[src/rtl/fp_add_pkg.sv]
`default_nettype none
// ============================================================================
//  Module      : fp_add_pkg
//  Description : Shared constants and types for the floating-point adder
//                front end: operand record and the aligned-pair record that
//                the alignment stage hands to the barrel shifter.
//  Contents    : EXP_W, MANT_W, SHIFT_W, MAX_SHIFT, fp_operand_t,
//                fp_align_t, low_mask()
//  Revision    : 1.0 - initial release
// ============================================================================
package fp_add_pkg;

    localparam int EXP_W     = 4;
    localparam int MANT_W    = 8;   // hidden bit explicit at MSB; shifter is 8 bits wide
    localparam int SHIFT_W   = 3;
    localparam int MAX_SHIFT = (2 ** SHIFT_W) - 1;

    typedef struct packed {
        logic              sign;
        logic [EXP_W-1:0]  exp;
        logic [MANT_W-1:0] mant;
    } fp_operand_t;

    typedef struct packed {
        logic               big_sign;
        logic [EXP_W-1:0]   big_exp;
        logic [MANT_W-1:0]  big_mant;
        logic               small_sign;
        logic [MANT_W-1:0]  small_mant;
        logic [SHIFT_W-1:0] shift_amt;
        logic               shift_ovf;
        logic               swapped;
        logic               sticky;
    } fp_align_t;

    // Mask of the n low-order significand bits, i.e. the bits a right shift
    // by n pushes out of the significand.
    function automatic logic [MANT_W-1:0] low_mask(input logic [SHIFT_W-1:0] n);
        low_mask = (MANT_W'(1) << n) - MANT_W'(1);
    endfunction

endpackage
`default_nettype wire

[src/rtl/fp_align_stage_if.sv]
`default_nettype none
// ============================================================================
//  Module      : fp_operand_if / fp_align_if
//  Description : Handshake bundles around the alignment stage.
//                fp_operand_if : operand pair in  (in_valid/in_ready, a_*, b_*)
//                fp_align_if   : aligned pair out (out_valid/out_ready, big_*,
//                                small_*, shift_amt, shift_ovf, swapped, sticky)
//                master drives valid + payload, slave drives ready.
//  Revision    : 1.0 - initial release
// ============================================================================
interface fp_operand_if;
    import fp_add_pkg::*;

    logic              in_valid;
    logic              in_ready;
    logic              a_sign;
    logic [EXP_W-1:0]  a_exp;
    logic [MANT_W-1:0] a_mant;
    logic              b_sign;
    logic [EXP_W-1:0]  b_exp;
    logic [MANT_W-1:0] b_mant;

    modport master (
        output in_valid, a_sign, a_exp, a_mant, b_sign, b_exp, b_mant,
        input  in_ready
    );

    modport slave (
        input  in_valid, a_sign, a_exp, a_mant, b_sign, b_exp, b_mant,
        output in_ready
    );
endinterface

interface fp_align_if;
    import fp_add_pkg::*;

    logic               out_valid;
    logic               out_ready;
    logic               big_sign;
    logic [EXP_W-1:0]   big_exp;
    logic [MANT_W-1:0]  big_mant;
    logic               small_sign;
    logic [MANT_W-1:0]  small_mant;
    logic [SHIFT_W-1:0] shift_amt;
    logic               shift_ovf;
    logic               swapped;
    logic               sticky;

    modport master (
        output out_valid, big_sign, big_exp, big_mant, small_sign, small_mant,
               shift_amt, shift_ovf, swapped, sticky,
        input  out_ready
    );

    modport slave (
        input  out_valid, big_sign, big_exp, big_mant, small_sign, small_mant,
               shift_amt, shift_ovf, swapped, sticky,
        output out_ready
    );
endinterface
`default_nettype wire

[src/rtl/fp_exp_compare.sv]
`default_nettype none
// ============================================================================
//  Module      : fp_exp_compare
//  Description : Combinational magnitude ordering of two unpacked operands.
//                Produces the larger/smaller operand, the absolute exponent
//                difference and the swap flag (1 when B is strictly larger).
//  Ports       : i_a, i_b    operands
//                o_big       larger-magnitude operand (A on an exact tie)
//                o_small     smaller-magnitude operand
//                o_diff      |a_exp - b_exp|, full EXP_W bits
//                o_swap      B ordered first
//  Revision    : 1.0 - initial release
// ============================================================================
module fp_exp_compare
    import fp_add_pkg::*;
(
    input  fp_operand_t       i_a,
    input  fp_operand_t       i_b,
    output fp_operand_t       o_big,
    output fp_operand_t       o_small,
    output logic [EXP_W-1:0]  o_diff,
    output logic              o_swap
);

    logic [EXP_W:0] w_a_minus_b;
    logic [EXP_W:0] w_b_minus_a;
    logic           w_b_exp_gt;
    logic           w_exp_eq;

    // One extra bit so the borrow tells us which exponent is larger.
    assign w_a_minus_b = {1'b0, i_a.exp} - {1'b0, i_b.exp};
    assign w_b_minus_a = {1'b0, i_b.exp} - {1'b0, i_a.exp};
    assign w_b_exp_gt  = w_a_minus_b[EXP_W];
    assign w_exp_eq    = (i_a.exp == i_b.exp);

    // Exact magnitude tie keeps A first.
    assign o_swap  = w_b_exp_gt | (w_exp_eq & (i_b.mant > i_a.mant));
    assign o_diff  = w_b_exp_gt ? w_b_minus_a[EXP_W-1:0] : w_a_minus_b[EXP_W-1:0];
    assign o_big   = o_swap ? i_b : i_a;
    assign o_small = o_swap ? i_a : i_b;

endmodule
`default_nettype wire

[src/rtl/fp_align_stage.sv]
`default_nettype none
// ============================================================================
//  Module      : fp_align_stage
//  Description : Operand-alignment front end of the FP adder. Orders two
//                operands by magnitude (S1) and derives the right-shift count,
//                shift overflow and optional sticky bit for the downstream
//                8-bit barrel shifter (S2). Two registered stages with
//                valid/ready on both sides, one pair per cycle.
//  Ports       : clk, rst  clock / synchronous active-high reset
//                in_bus    fp_operand_if.slave  (operand pair in)
//                out_bus   fp_align_if.master   (aligned pair out)
//  Options     : FP_ALIGN_STICKY_EN - when defined, sticky is the OR of the
//                small significand bits shifted out; otherwise tied to 0.
//  Revision    : 1.0 - initial release
// ============================================================================
module fp_align_stage
    import fp_add_pkg::*;
(
    input  wire logic   clk,
    input  wire logic   rst,
    fp_operand_if.slave in_bus,
    fp_align_if.master  out_bus
);

    localparam logic [EXP_W-1:0]   c_max_shift_e = EXP_W'(MAX_SHIFT);
    localparam logic [SHIFT_W-1:0] c_max_shift_s = SHIFT_W'(MAX_SHIFT);

    // ---------------- handshake ----------------
    logic r_s1_valid;
    logic r_s2_valid;
    logic w_s2_adv;
    logic w_s1_adv;

    // in_ready follows out_ready combinationally so a full pipe still
    // accepts a new pair in the same cycle the output drains.
    assign w_s2_adv        = ~r_s2_valid | out_bus.out_ready;
    assign w_s1_adv        = ~r_s1_valid | w_s2_adv;
    assign in_bus.in_ready = w_s1_adv;

    // ---------------- S1: magnitude ordering ----------------
    fp_operand_t      w_a;
    fp_operand_t      w_b;
    fp_operand_t      w_big;
    fp_operand_t      w_small;
    logic [EXP_W-1:0] w_diff;
    logic             w_swap;

    assign w_a = '{sign: in_bus.a_sign, exp: in_bus.a_exp, mant: in_bus.a_mant};
    assign w_b = '{sign: in_bus.b_sign, exp: in_bus.b_exp, mant: in_bus.b_mant};

    fp_exp_compare u_cmp (
        .i_a     (w_a),
        .i_b     (w_b),
        .o_big   (w_big),
        .o_small (w_small),
        .o_diff  (w_diff),
        .o_swap  (w_swap)
    );

    fp_operand_t      r_s1_big;
    fp_operand_t      r_s1_small;
    logic [EXP_W-1:0] r_s1_diff;
    logic             r_s1_swap;

    always_ff @(posedge clk) begin
        if (rst) begin
            r_s1_valid <= 1'b0;
            r_s1_big   <= '0;
            r_s1_small <= '0;
            r_s1_diff  <= '0;
            r_s1_swap  <= 1'b0;
        end else if (w_s1_adv) begin
            r_s1_valid <= in_bus.in_valid;
            if (in_bus.in_valid) begin
                r_s1_big   <= w_big;
                r_s1_small <= w_small;
                r_s1_diff  <= w_diff;
                r_s1_swap  <= w_swap;
            end
        end
    end

    // ---------------- S2: shift count / overflow / sticky ----------------
    logic               w_ovf;
    logic [SHIFT_W-1:0] w_shift;
    logic               w_sticky;
    fp_align_t          w_s2_next;
    fp_align_t          r_s2;

    // Overflow is judged on the full-width difference before narrowing.
    assign w_ovf   = (r_s1_diff > c_max_shift_e);
    assign w_shift = w_ovf ? c_max_shift_s : r_s1_diff[SHIFT_W-1:0];

`ifdef FP_ALIGN_STICKY_EN
    // On overflow the whole significand is shifted out.
    assign w_sticky = |(r_s1_small.mant & (w_ovf ? {MANT_W{1'b1}} : low_mask(w_shift)));
`else
    assign w_sticky = 1'b0;
`endif

    always_comb begin
        w_s2_next            = '0;
        w_s2_next.big_sign   = r_s1_big.sign;
        w_s2_next.big_exp    = r_s1_big.exp;
        w_s2_next.big_mant   = r_s1_big.mant;
        w_s2_next.small_sign = r_s1_small.sign;
        w_s2_next.small_mant = r_s1_small.mant;
        w_s2_next.shift_amt  = w_shift;
        w_s2_next.shift_ovf  = w_ovf;
        w_s2_next.swapped    = r_s1_swap;
        w_s2_next.sticky     = w_sticky;
    end

    always_ff @(posedge clk) begin
        if (rst) begin
            r_s2_valid <= 1'b0;
            r_s2       <= '0;
        end else if (w_s2_adv) begin
            r_s2_valid <= r_s1_valid;
            if (r_s1_valid) begin
                r_s2 <= w_s2_next;
            end
        end
    end

    // ---------------- outputs ----------------
    assign out_bus.out_valid  = r_s2_valid;
    assign out_bus.big_sign   = r_s2.big_sign;
    assign out_bus.big_exp    = r_s2.big_exp;
    assign out_bus.big_mant   = r_s2.big_mant;
    assign out_bus.small_sign = r_s2.small_sign;
    assign out_bus.small_mant = r_s2.small_mant;
    assign out_bus.shift_amt  = r_s2.shift_amt;
    assign out_bus.shift_ovf  = r_s2.shift_ovf;
    assign out_bus.swapped    = r_s2.swapped;
    assign out_bus.sticky     = r_s2.sticky;

endmodule
`default_nettype wire

[src/flat_wrapper.sv]
// flat-port wrapper written by rule: the top's interface ports become plain ports
module fp_align_stage_flat import fp_add_pkg::*;
  (clk, rst, in_bus_in_valid, in_bus_a_sign, in_bus_a_exp, in_bus_a_mant, in_bus_b_sign, in_bus_b_exp, in_bus_b_mant, in_bus_in_ready, out_bus_out_valid, out_bus_big_sign, out_bus_big_exp, out_bus_big_mant, out_bus_small_sign, out_bus_small_mant, out_bus_shift_amt, out_bus_shift_ovf, out_bus_swapped, out_bus_sticky, out_bus_out_ready);
  fp_operand_if in_bus_i ();
  fp_align_if out_bus_i ();
  input  wire logic clk;
  input  wire logic rst;
  input wire logic [$bits(in_bus_i.in_valid)-1:0] in_bus_in_valid;
  input wire logic [$bits(in_bus_i.a_sign)-1:0] in_bus_a_sign;
  input wire logic [$bits(in_bus_i.a_exp)-1:0] in_bus_a_exp;
  input wire logic [$bits(in_bus_i.a_mant)-1:0] in_bus_a_mant;
  input wire logic [$bits(in_bus_i.b_sign)-1:0] in_bus_b_sign;
  input wire logic [$bits(in_bus_i.b_exp)-1:0] in_bus_b_exp;
  input wire logic [$bits(in_bus_i.b_mant)-1:0] in_bus_b_mant;
  output wire logic [$bits(in_bus_i.in_ready)-1:0] in_bus_in_ready;
  output wire logic [$bits(out_bus_i.out_valid)-1:0] out_bus_out_valid;
  output wire logic [$bits(out_bus_i.big_sign)-1:0] out_bus_big_sign;
  output wire logic [$bits(out_bus_i.big_exp)-1:0] out_bus_big_exp;
  output wire logic [$bits(out_bus_i.big_mant)-1:0] out_bus_big_mant;
  output wire logic [$bits(out_bus_i.small_sign)-1:0] out_bus_small_sign;
  output wire logic [$bits(out_bus_i.small_mant)-1:0] out_bus_small_mant;
  output wire logic [$bits(out_bus_i.shift_amt)-1:0] out_bus_shift_amt;
  output wire logic [$bits(out_bus_i.shift_ovf)-1:0] out_bus_shift_ovf;
  output wire logic [$bits(out_bus_i.swapped)-1:0] out_bus_swapped;
  output wire logic [$bits(out_bus_i.sticky)-1:0] out_bus_sticky;
  input wire logic [$bits(out_bus_i.out_ready)-1:0] out_bus_out_ready;
  assign in_bus_i.in_valid = in_bus_in_valid;
  assign in_bus_i.a_sign = in_bus_a_sign;
  assign in_bus_i.a_exp = in_bus_a_exp;
  assign in_bus_i.a_mant = in_bus_a_mant;
  assign in_bus_i.b_sign = in_bus_b_sign;
  assign in_bus_i.b_exp = in_bus_b_exp;
  assign in_bus_i.b_mant = in_bus_b_mant;
  assign in_bus_in_ready = in_bus_i.in_ready;
  assign out_bus_out_valid = out_bus_i.out_valid;
  assign out_bus_big_sign = out_bus_i.big_sign;
  assign out_bus_big_exp = out_bus_i.big_exp;
  assign out_bus_big_mant = out_bus_i.big_mant;
  assign out_bus_small_sign = out_bus_i.small_sign;
  assign out_bus_small_mant = out_bus_i.small_mant;
  assign out_bus_shift_amt = out_bus_i.shift_amt;
  assign out_bus_shift_ovf = out_bus_i.shift_ovf;
  assign out_bus_swapped = out_bus_i.swapped;
  assign out_bus_sticky = out_bus_i.sticky;
  assign out_bus_i.out_ready = out_bus_out_ready;
  fp_align_stage u_core (.clk(clk), .rst(rst), .in_bus(in_bus_i), .out_bus(out_bus_i));
endmodule
[config.mk]
export PLATFORM = sky130hd
export DESIGN_NAME = fp_align_stage_flat
export DESIGN_NICKNAME = d
export VERILOG_FILES = /design/src/rtl/fp_add_pkg.sv /design/src/rtl/fp_align_stage_if.sv /design/src/rtl/fp_exp_compare.sv /design/src/rtl/fp_align_stage.sv /design/src/flat_wrapper.sv
export SDC_FILE = /design/constraint.sdc
export NUM_CORES = 1
export LEC_CHECK = 0
export ABC_CLOCK_PERIOD_IN_PS = 3200
export BUFFER_PORTS_ARGS = -buffer_cell sky130_fd_sc_hd__buf_4
export CORE_MARGIN = 5
export CORE_UTILIZATION = 38
export DETAILED_ROUTE_END_ITERATION = 16
export GPL_ROUTABILITY_DRIVEN = 1
export GPL_TIMING_DRIVEN = 0
export PLACE_DENSITY_LB_ADDON = 0.1
export RECOVER_POWER = 50
export REMOVE_ABC_BUFFERS = 1
export SYNTH_ARGS = -nofsm -noshare
export SYNTH_HDL_FRONTEND = slang
export SYNTH_SLANG_ARGS = --single-unit
[constraint.sdc]
create_clock -name clk -period 3.2 [get_ports clk]
set_input_delay 0.64 -clock clk [delete_from_list [all_inputs] [get_ports clk]]
set_output_delay 0.64 -clock clk [all_outputs]
set_load 0.01 [all_outputs]
# After elaboration in Yosys (flattened, before gate mapping)
# Cells that the tools add are included.
dict set report op_classes {
  n_addsub 2
  order_cmp 2
  n_eq_ne 1
  n_mux 4
  bitwise_logic 6
  n_reduce_logical 2
}
# op n
set op_table {}
lappend op_table {{two-way mux 13 bit} 2}
lappend op_table {{> comparator 8 bit} 1}
lappend op_table {{subtractor 4 x 4 -> 5 bit} 1}
lappend op_table {{== test 4 bit} 1}
lappend op_table {{> comparator 4 x 3 -> 1 bit (second input constant)} 1}
lappend op_table {{two-way mux 4 bit} 1}
lappend op_table {{AND reduction 2 bit} 2}
lappend op_table {{subtractor 4 bit} 1}
lappend op_table {{two-way mux 3 bit} 1}
lappend op_table {{bitwise OR 1 bit} 3}
lappend op_table {{NOT 1 bit} 2}
lappend op_table {{AND 1 bit} 1}
dict set report word_totals {
  regBits 56
  in_bits 30
  out_inout_bits 30
  elab_cells 34
}

# Logic depth before layout (Yosys ltp)
# Gate-level depths: netlist of the first run.
dict set report logic_depth {
  depth_word 4
  mapped_depth 10
  depth_no_buf 8
}

# Cells and area by module
# From an unflattened synthesis of the first run, not the netlist that was laid out.
dict set report unflattened {
  cells_unflattened 343
  area_unflattened_um2 3199.3
}
# module instances cells_per_inst area_per_inst_um2 seq_area_each_um2
set by_module_without_submodules {}
lappend by_module_without_submodules {fp_align_stage 1 252 2357.3 1121.1}
lappend by_module_without_submodules {fp_exp_compare 1 91 842.1 0.0}

# Worst setup path after synthesis of the first run
# OpenSTA, ideal clock, no wires.
dict set report synth_timing {
  path_type {input port to flip-flop}
  start {input port in_bus_a_exp[0]}
  end {register u_core.r_s1_big[12] in the netlist's numbering}
  setup_ns 0.079
  arrival_time_ns 2.356
  t_required_ns 3.121
  setup_slack_ns 0.766
  stages 10
  path_buffers 2
  cell_sequence {inv_1 > ha_1 > fa_1 > and2b_1 > o21a_2 > o32ai_2 > or2_1 > buf_4 > buf_6 > o211ai_1}
}
dict set report synth_between {
  elab_chain_cells 4
  word_cells_on_any_way 5
  cone_classes {1 x add/sub; 1 x eq/ne; 1 x mux; 2 x bitwise}
}
# element line_no
set synth_rtl {}
lappend synth_rtl {{from (decl)} flat_wrapper.sv:10} ;# input wire logic [$bits(in_bus_i.a_exp)-1:0] in_bus_a_exp;
lappend synth_rtl {{parallel branches: the longest is 2 deep, another holds subtractor 4 x 4 -> 5 bit} -}
lappend synth_rtl {{bitwise OR 1 bit (*)} fp_exp_compare.sv:37} ;# assign o_swap = w_b_exp_gt | (w_exp_eq & (i_b.mant > i_a.mant));
lappend synth_rtl {{two-way mux 13 bit (*)} fp_exp_compare.sv:39} ;# assign o_big = o_swap ? i_b : i_a;
lappend synth_rtl {{to (signal assigned)} fp_align_stage.sv:75} ;# r_s1_big <= w_big;
lappend synth_rtl {{to (decl)} fp_align_stage.sv:60} ;# fp_operand_t r_s1_big;
# Every way passes the cells marked *.
# A chain may end at the register's enable or synchronous reset.

==> summary.md, run 1 <==
| Metric | Value |
|---|---|
| CP Class | `input pin to flop` |
| Worst setup SP type | `input pin` |
| FF-to-FF setup slack | `approximately 1100 ps` |
| Synth Cell Area | `0.002748 mm²` |
| Initial core utilization | `38.50%` |
| Detailed Route Iter0 Violations | `between 40 and 50` |
| Final hold viol count | `0` |
| Worst r2r src | `u_core.r_s1_valid` |
| Clock Latency Late Sink | `a little over 300 ps` |
| Critical Path RT | `3450 ps` |
| # DRC | `0` |
| Reg-to-Reg End | `u_core.r_s1_big[8]` |
| Tot Pwr | `between 1 and 1.5 mW` |
| CTS tree | `built` |
| Worst-Margin Slew | `1737 ps` |
| Die ar. | `0.009032 mm²` |
| Post-synthesis cell count | `344` |
| Worst r2r path cells | `6` |
| Share of the synthesized area in the top cell type | `40.80%` |
| Status | `finished, violations left` |
| Overall via count from detail_route | `2439` |
| Port bufs | `58` |
| Share of cells above drive strength 1 | `11.25%` |
| Largest cells by area after synthesis | `dfxtp_1, nand2_1, ha_1` |
| Critical Path Fanout Max | `37` |
| Unrepaired setup endpoints after global routing | `false` |
| Post-DRT Antenna Nets | `0` |
| Setup TNS | `0 ps` |
| Peak VDD IR | `approximately 0.00022 V` |
| Clock Path Buffers | `2` |
| Final HPWL DP | `4721 µm` |
| Post-synth EDFFs | `0` |
| Top_reg_cell synth | `dfxtp_1` |
| Area of the multi-input gates | `0.001480 mm²` |
| Mean Syn Cell Area | `approximately 8.0 µm²` |
| Hold Path Stages | `2` |
| Die height | `approximately 95 µm` |
| CTS H-tree depth | `2` |
| Clock root buffer | `clkbuf_8` |
| Seq/Total Area, Yosys | `about two fifths` |
| Largest net degree at the start of global routing | `38` |
| Pwr dens | `439.2 mW/mm²` |
| Min cycle time layout | `2805 ps` |
| Max-slew violation count | `38` |
| Core area | `0.007137 mm²` |
| Die W | `roughly 95 µm` |
| Worst Hold Endpoint | `u_core.out_bus.big_mant[1]` |
| Max-cap violation count | `1` |
| Fin crit share | `87.65%` |
| Filler cells | `810` |
| Drt pass-1 iters | `4` |
| Most frequent cells in the layout | `nand2_1, dfxtp_1, a21oi_1, clkbuf_1, buf_4` |
| Hold_sp | `u_core.out_bus.big_mant[1]` |
| Initial antenna violation count | `0` |
| TritonCTS Buffers | `5` |
| Yosys warns | `0` |
| Routed WL | `6689 µm` |
| Global placement routability congestion | `just under 0.8` |
| Global-route wire length before repair | `10930 µm` |
| Clock Sinks | `56` |
| Vias per std cell | `4.978` |
| Reg clk slew, reported paths | `90 ps` |
| Setup violators final | `0` |
| Number of diodes | `0` |
| Lkg Pwr | `approximately 1.3 nW` |
| Global Route Usage Sum | `15.31%` |
| Async SR Flop Fraction | `0%` |
| Crit path DAT | `3050 ps` |
| Area leader, netlist | `dfxtp_1` |
| Seq cells post-synth | `56` |
| Sequential Area | `0.001121 mm²` |
| Clock Skew | `4.833 ps` |
| Hold crit path type | `flop to flop` |
| DR WL/cell | `about 14 µm` |
| Netlist cell types | `38` |
| Row cnt | `31` |
| Post-CTS resize count | `0` |
| Post-CTS setup buffer count | `0` |
| Final Net Count | `437` |
| Area grow syn2layout | `18.03%` |
| Max frequency | `about 360 MHz` |
| Gr ovfl total | `0` |
| Vias in the first global route | `2368` |
| CP endpoint kind | `flop` |
| Boundary pin count | `60` |
| Failing checks | `max-capacitance violations, max-slew violations` |
| Slew headroom | `-15.81%` |
| Most common cell after layout, fill and taps aside | `nand2_1` |
| # hold bufs at CTS | `0` |
## power breakdown
part           switching (mW)  total, mW  leakage [nW]  internal (mW)
Clock                   0.228      0.405        0.0445          0.177
Sequential             0.0235      0.766         0.458          0.743
Combinational           0.150      0.254         0.782          0.104
## cells by family (layout without fill, tap and decap cells)
logic type               after synthesis  after routing  synth area share (%)
AND/OR/NAND/NOR                      144            144                 23.36
AO/OA/AOI/OAI                         85             86                 21.04
flip-flops                            56             56                 40.80
buffers and inverters                 41             87                 6.375
adder cells (fa/ha/maj)               17             17                 8.288
other                                  1              1                0.1365
## worst max path at each step
stage                            startpoint                   end  slack, ps  depth (start not counted)
final                                   rst    u_core.r_s1_big[8]        400                          6
after global routing                    rst    u_core.r_s1_big[3]        140                          6
after CTS                   in_bus_b_exp[2]    u_core.r_s1_big[4]         50                          8
after detailed placement    in_bus_b_exp[2]    u_core.r_s1_big[4]       -290                          8
after global placement                  rst  u_core.r_s1_small[0]       -940                          5
after floorplan           out_bus_out_ready  u_core.r_s1_small[0]         90                          5
## metal layers
layer / wire length, µm / GRT usage (%) / part of all wire (%)
met5: 0 / 0 / 0
met4: 61 / 3.606 / 0.91
met3: 384 / 3.394 / 5.7
met2: 3176 / 26.01 / 47
met1: 3066 / 19.79 / 46
## metrics by stage
stage / setup WS (ps) / util [%] / instance area (µm²) / std cells / hold slack (ps)
5_1_grt: 144.0 / 45.44 / 3243 / 490 / 476.3
4_1_cts: 47.74 / 46.84 / 3343 / 489 / 461.6
3_5_place_dp: -287.0 / 45.53 / 3249 / 481 / 447.0
3_3_place_gp: -941.9 / 44.88 / 3203 / 479 / 440.8
6_report: 395.3 / 45.44 / 3243 / 490 / 456.7
2_1_floorplan: 92.01 / - / 2644 / 322 / 425.4
## worst max-delay path, stage by stage
cell,delay (ps)
clkbuf_1,640
nor3b_2,1060
buf_8,240
nand2_1,60
or3_1,310
nand3_1,80
## registers in the layout, indices dropped and copies added (netlist names), 3 cells and up
register	count
u_core.r_s1_diff	4
u_core.out_bus.big_exp	4
u_core.r_s1_big	13
u_core.out_bus.big_mant	8
u_core.r_s1_small	9
u_core.out_bus.small_mant	8
u_core.out_bus.shift_amt	3
## cell usage after synthesis (5+ instances only)
library cell  number
nor3_1             9
o21ai_0            5
nor2_1             7
nand3_1           12
ha_1              15
nand2_1           93
o211ai_1          19
o21bai_1          18
clkbuf_1          16
inv_1             19
dfxtp_1           56
a21oi_1           31
or3_1              5
## final cells by class
| type | count | share of cell area (%) |
|---|---|---|
| Clock buffer | 7 | 2.662 |
| Clock inverter | 1 | 0.2315 |
| Inverter | 19 | 2.199 |
| Multi-Input combinational cell | 248 | 45.64 |
| Sequential cell | 56 | 34.57 |
| Tap cell | 99 | 3.819 |
| Timing Repair Buffer | 60 | 10.88 |
No activity file was read; power rests on OpenSTA's default activity.
==> run 2: changes to the inputs <==
Settings changed: ABC_AREA set to 1, SLEW_MARGIN set to 40.
==> summary.md, run 2 <==
| Metric | Value |
|---|---|
| Status | `completed (was finished, violations left)` |
| Initial core utilization | `38.55% (was 38.50%)` |
| Peak VDD IR | `0.0001680 V (was 0.0002150 V)` |
| Hold crit path type | `flop to flop (unchanged)` |
| Top Registers | `u_core.r_s1_big (13), u_core.r_s1_small (9) (unchanged)` |
| Netlist cell types | `31 (was 38)` |
| Number of diodes | `0 (unchanged)` |
| Tot Pwr | `1.569 mW (was 1.425 mW)` |
| End point of the critical path | `u_core.r_s1_diff[2] (was u_core.r_s1_big[8])` |
| Commonest cells post-synth | `inv_1, dfxtp_1, nand2_1 (was nand2_1, dfxtp_1, a21oi_1)` |
| Unrepaired setup endpoints after global routing | `false (unchanged)` |
| Async SR Flop Fraction | `0% (unchanged)` |
| Final Net Count | `490 (was 437)` |
| CTS tree | `built (unchanged)` |
| Overall via count from detail_route | `2509 (was 2439)` |
| Post-synth EDFFs | `0 (unchanged)` |
| Share of the synthesized area in the top cell type | `38.03% (was 40.80%)` |
| Setup violators final | `0 (unchanged)` |
| Vias per std cell | `4.595 (was 4.978)` |
| Reg-to-Reg End | `u_core.r_s1_diff[2] (was u_core.r_s1_big[8])` |
| Die height | `98.08 µm (was 95.04 µm)` |
| Most frequent cell after synthesis | `inv_1 (was nand2_1)` |
| Die ar. | `0.009619 mm² (was 0.009032 mm²)` |
| Post-CTS resize count | `0 (unchanged)` |
| Max frequency | `394.7 MHz (was 356.5 MHz)` |
| Largest cells by area after synthesis | `dfxtp_1, inv_1, nand3_1 (was dfxtp_1, nand2_1, ha_1)` |
| Worst r2r src | `u_core.out_bus.out_valid (was u_core.r_s1_valid)` |
| Fin crit share | `79.18% (was 87.65%)` |
| Worst-Margin Slew | `1200 ps (was 1737 ps)` |
| Post-synthesis cell count | `402 (was 344)` |
| Max-cap violation count | `0 (was 1)` |
| Clock Skew | `9.812 ps (was 4.833 ps)` |
| Clock Path Buffers | `2 (unchanged)` |
| Clock root buffer | `clkbuf_8 (unchanged)` |
| Min cycle time layout | `2534 ps (was 2805 ps)` |
| TritonCTS Buffers | `5 (unchanged)` |
| Routed WL | `6581 µm (was 6689 µm)` |
| Clock Sinks | `56 (unchanged)` |
| Post-DRT Antenna Nets | `0 (unchanged)` |
| Reg clk slew, reported paths | `100 ps (was 90 ps)` |
| Post-CTS setup buffer count | `0 (unchanged)` |
| Final Hold Slack | `444.9 ps (was 456.7 ps)` |
| Seq/Total Area, Yosys | `38.03% (was 40.80%)` |
| Seq cells post-synth | `56 (unchanged)` |
| Slew headroom | `19.92% (was -15.81%)` |
| Port bufs | `58 (unchanged)` |
| FF-to-FF setup slack | `780 ps (was 1100 ps)` |
| Placed inst area | `0.003314 mm² (was 0.003249 mm²)` |
| Largest net degree at the start of global routing | `45 (was 38)` |
| Clock Latency Late Sink | `300 ps (was 310 ps)` |
| Final hold viol count | `0 (unchanged)` |
| Max-slew violation count | `0 (was 38)` |
| Worst r2r path cells | `6 (unchanged)` |
| Area leader, netlist | `dfxtp_1 (unchanged)` |
| Crit path DAT | `2780 ps (was 3050 ps)` |
| Crit path launch | `out_bus_out_ready (was rst)` |
| Yosys warns | `0 (unchanged)` |
| Detailed Route Iter0 Violations | `68 (was 48)` |
| Gr ovfl total | `0 (unchanged)` |
| Worst setup SP type | `input pin (unchanged)` |
| # hold bufs at CTS | `0 (unchanged)` |
| DR WL/cell | `12.05 µm (was 13.65 µm)` |
| Critical Path RT | `3450 ps (about the same)` |
| Die W | `98.08 µm (was 95.04 µm)` |
| Vias in the first global route | `2278 (was 2368)` |
| CP Class | `input pin to flop (unchanged)` |
| Initial antenna violation count | `0 (unchanged)` |
| CP endpoint kind | `flop (unchanged)` |
| Global-route wire length before repair | `10970 µm (was 10930 µm)` |
| Row cnt | `32 (was 31)` |
| Mean Syn Cell Area | `7.333 µm² (was 7.987 µm²)` |
| Critical Path Fanout Max | `35 (was 37)` |
| Lkg Pwr | `1.659 nW (was 1.284 nW)` |
| Core area | `0.007647 mm² (was 0.007137 mm²)` |
| Most common cell after layout, fill and taps aside | `inv_1 (was nand2_1)` |
| Most frequent cells in the layout | `inv_1, dfxtp_1, nand2_1 (was nand2_1, dfxtp_1, a21oi_1, clkbuf_1, buf_4)` |
| Boundary pin count | `60 (unchanged)` |
| Global placement routability congestion | `0.7326 (was 0.7745)` |
| Final HPWL DP | `4372 µm (was 4721 µm)` |
| Max reg flops | `13 (unchanged)` |
| Design Area, Final | `0.003313 mm² (was 0.003243 mm²)` |
| Area grow syn2layout | `12.39% (was 18.03%)` |
| CTS H-tree depth | `2 (unchanged)` |
| Pwr dens | `473.4 mW/mm² (was 439.2 mW/mm²)` |
| Most flop-heavy register | `u_core.r_s1_big (unchanged)` |
| Top_reg_cell synth | `dfxtp_1 (unchanged)` |
| Synth Cell Area | `0.002948 mm² (was 0.002748 mm²)` |
| Drt pass-1 iters | `4 (unchanged)` |
| Global Route Usage Sum | `13.98% (was 15.31%)` |
| # DRC | `0 (unchanged)` |
| Share of cells above drive strength 1 | `12.39% (was 11.25%)` |
[run 2: cell count changes in the layout (fill, tap and decap cells not counted), moves of 4 or more]
cell | previous run | this run
a21oi_1 | 31 | 42
a32oi_1 | 4 | 0
inv_1 | 19 | 63
nand2_1 | 93 | 52
nand2_2 | 0 | 11
nand3_1 | 12 | 44
nand3b_1 | 4 | 0
nor2_1 | 7 | 39
nor3_1 | 9 | 5
o211ai_1 | 19 | 2
o21ai_0 | 5 | 32
o21bai_1 | 18 | 0
or3_1 | 5 | 0
[run 2: layout make-up]
| type | count | area (µm²) |
|---|---|---|
| fill | 837 | 4334 |
| multi-input combinational | 256 | 1379 |
| sequential | 56 | 1121 |
| timing repair buffer | 58 | 326.6 |
| inverter | 66 | 251.5 |
| tap | 102 | 127.6 |
| clock buffer | 6 | 72.57 |
| clock inverter | 2 | 35.03 |
[run 2: worst max-delay path: stages]
cell	delay (ps)
clkbuf_4	110
inv_1	60
nand3_1	110
nand2_1	640
clkinv_2	690
o211ai_1	330
o211ai_1	130
inv_1	70
[run 2: worst min path at each step]
stage | from | to | cells past startpoint
6_report | u_core.r_s1_big[9] | u_core.out_bus.big_exp[1] | 2
3_5_place_dp | u_core.r_s1_big[4] | u_core.out_bus.big_mant[4] | 2
3_3_place_gp | u_core.r_s1_big[0] | u_core.out_bus.big_mant[0] | 2
5_1_grt | u_core.r_s1_big[5] | u_core.out_bus.big_mant[5] | 2
4_1_cts | u_core.r_s1_big[9] | u_core.out_bus.big_exp[1] | 2
2_1_floorplan | u_core.r_s1_big[8] | u_core.out_bus.big_exp[0] | 2
[run 2: cell families (layout without fill, tap and decap cells)]
| logic type | Yosys count | after routing | synth area share (%) |
|---|---|---|---|
| fa+ha+maj | 17 | 17 | 7.725 |
| compound gates | 79 | 79 | 14.01 |
| other cells | 1 | 1 | 0.1272 |
| flops | 56 | 56 | 38.03 |
| simple gates | 156 | 156 | 24.02 |
| buf+inv | 90 | 132 | 15.19 |
| xor+xnor | 3 | 3 | 0.8915 |
[run 2: stage by stage]
| stage | setup TNS (ps) | setup WS [ps] | util (%) | instances |
|---|---|---|---|---|
| global route | 0 | 441.6 | 43.32 | 546 |
| finish | 0 | 666.2 | 43.32 | 546 |
| detailed placement | 0 | 369.0 | 43.34 | 538 |
| floorplan | 0 | 749.6 | - | 378 |
| global placement | -706.3 | -187.8 | 43.32 | 538 |
| CTS | 0 | 689.6 | 44.75 | 546 |
[run 2: per-layer routing]
metal | share of wire (%) | routed length (µm) | GRT usage (%)
met5 | 0 | 0 | 0
met4 | 1.3 | 85 | 3.834
met3 | 3.7 | 243 | 3.000
met2 | 45 | 2993 | 23.56
met1 | 50 | 3258 | 18.06
[run 2: report_power, final]
group / internal (mW) / switching, mW / total (mW)
Clock: 0.233 / 0.227 / 0.460
Combinational: 0.127 / 0.207 / 0.334
Sequential: 0.753 / 0.0213 / 0.774
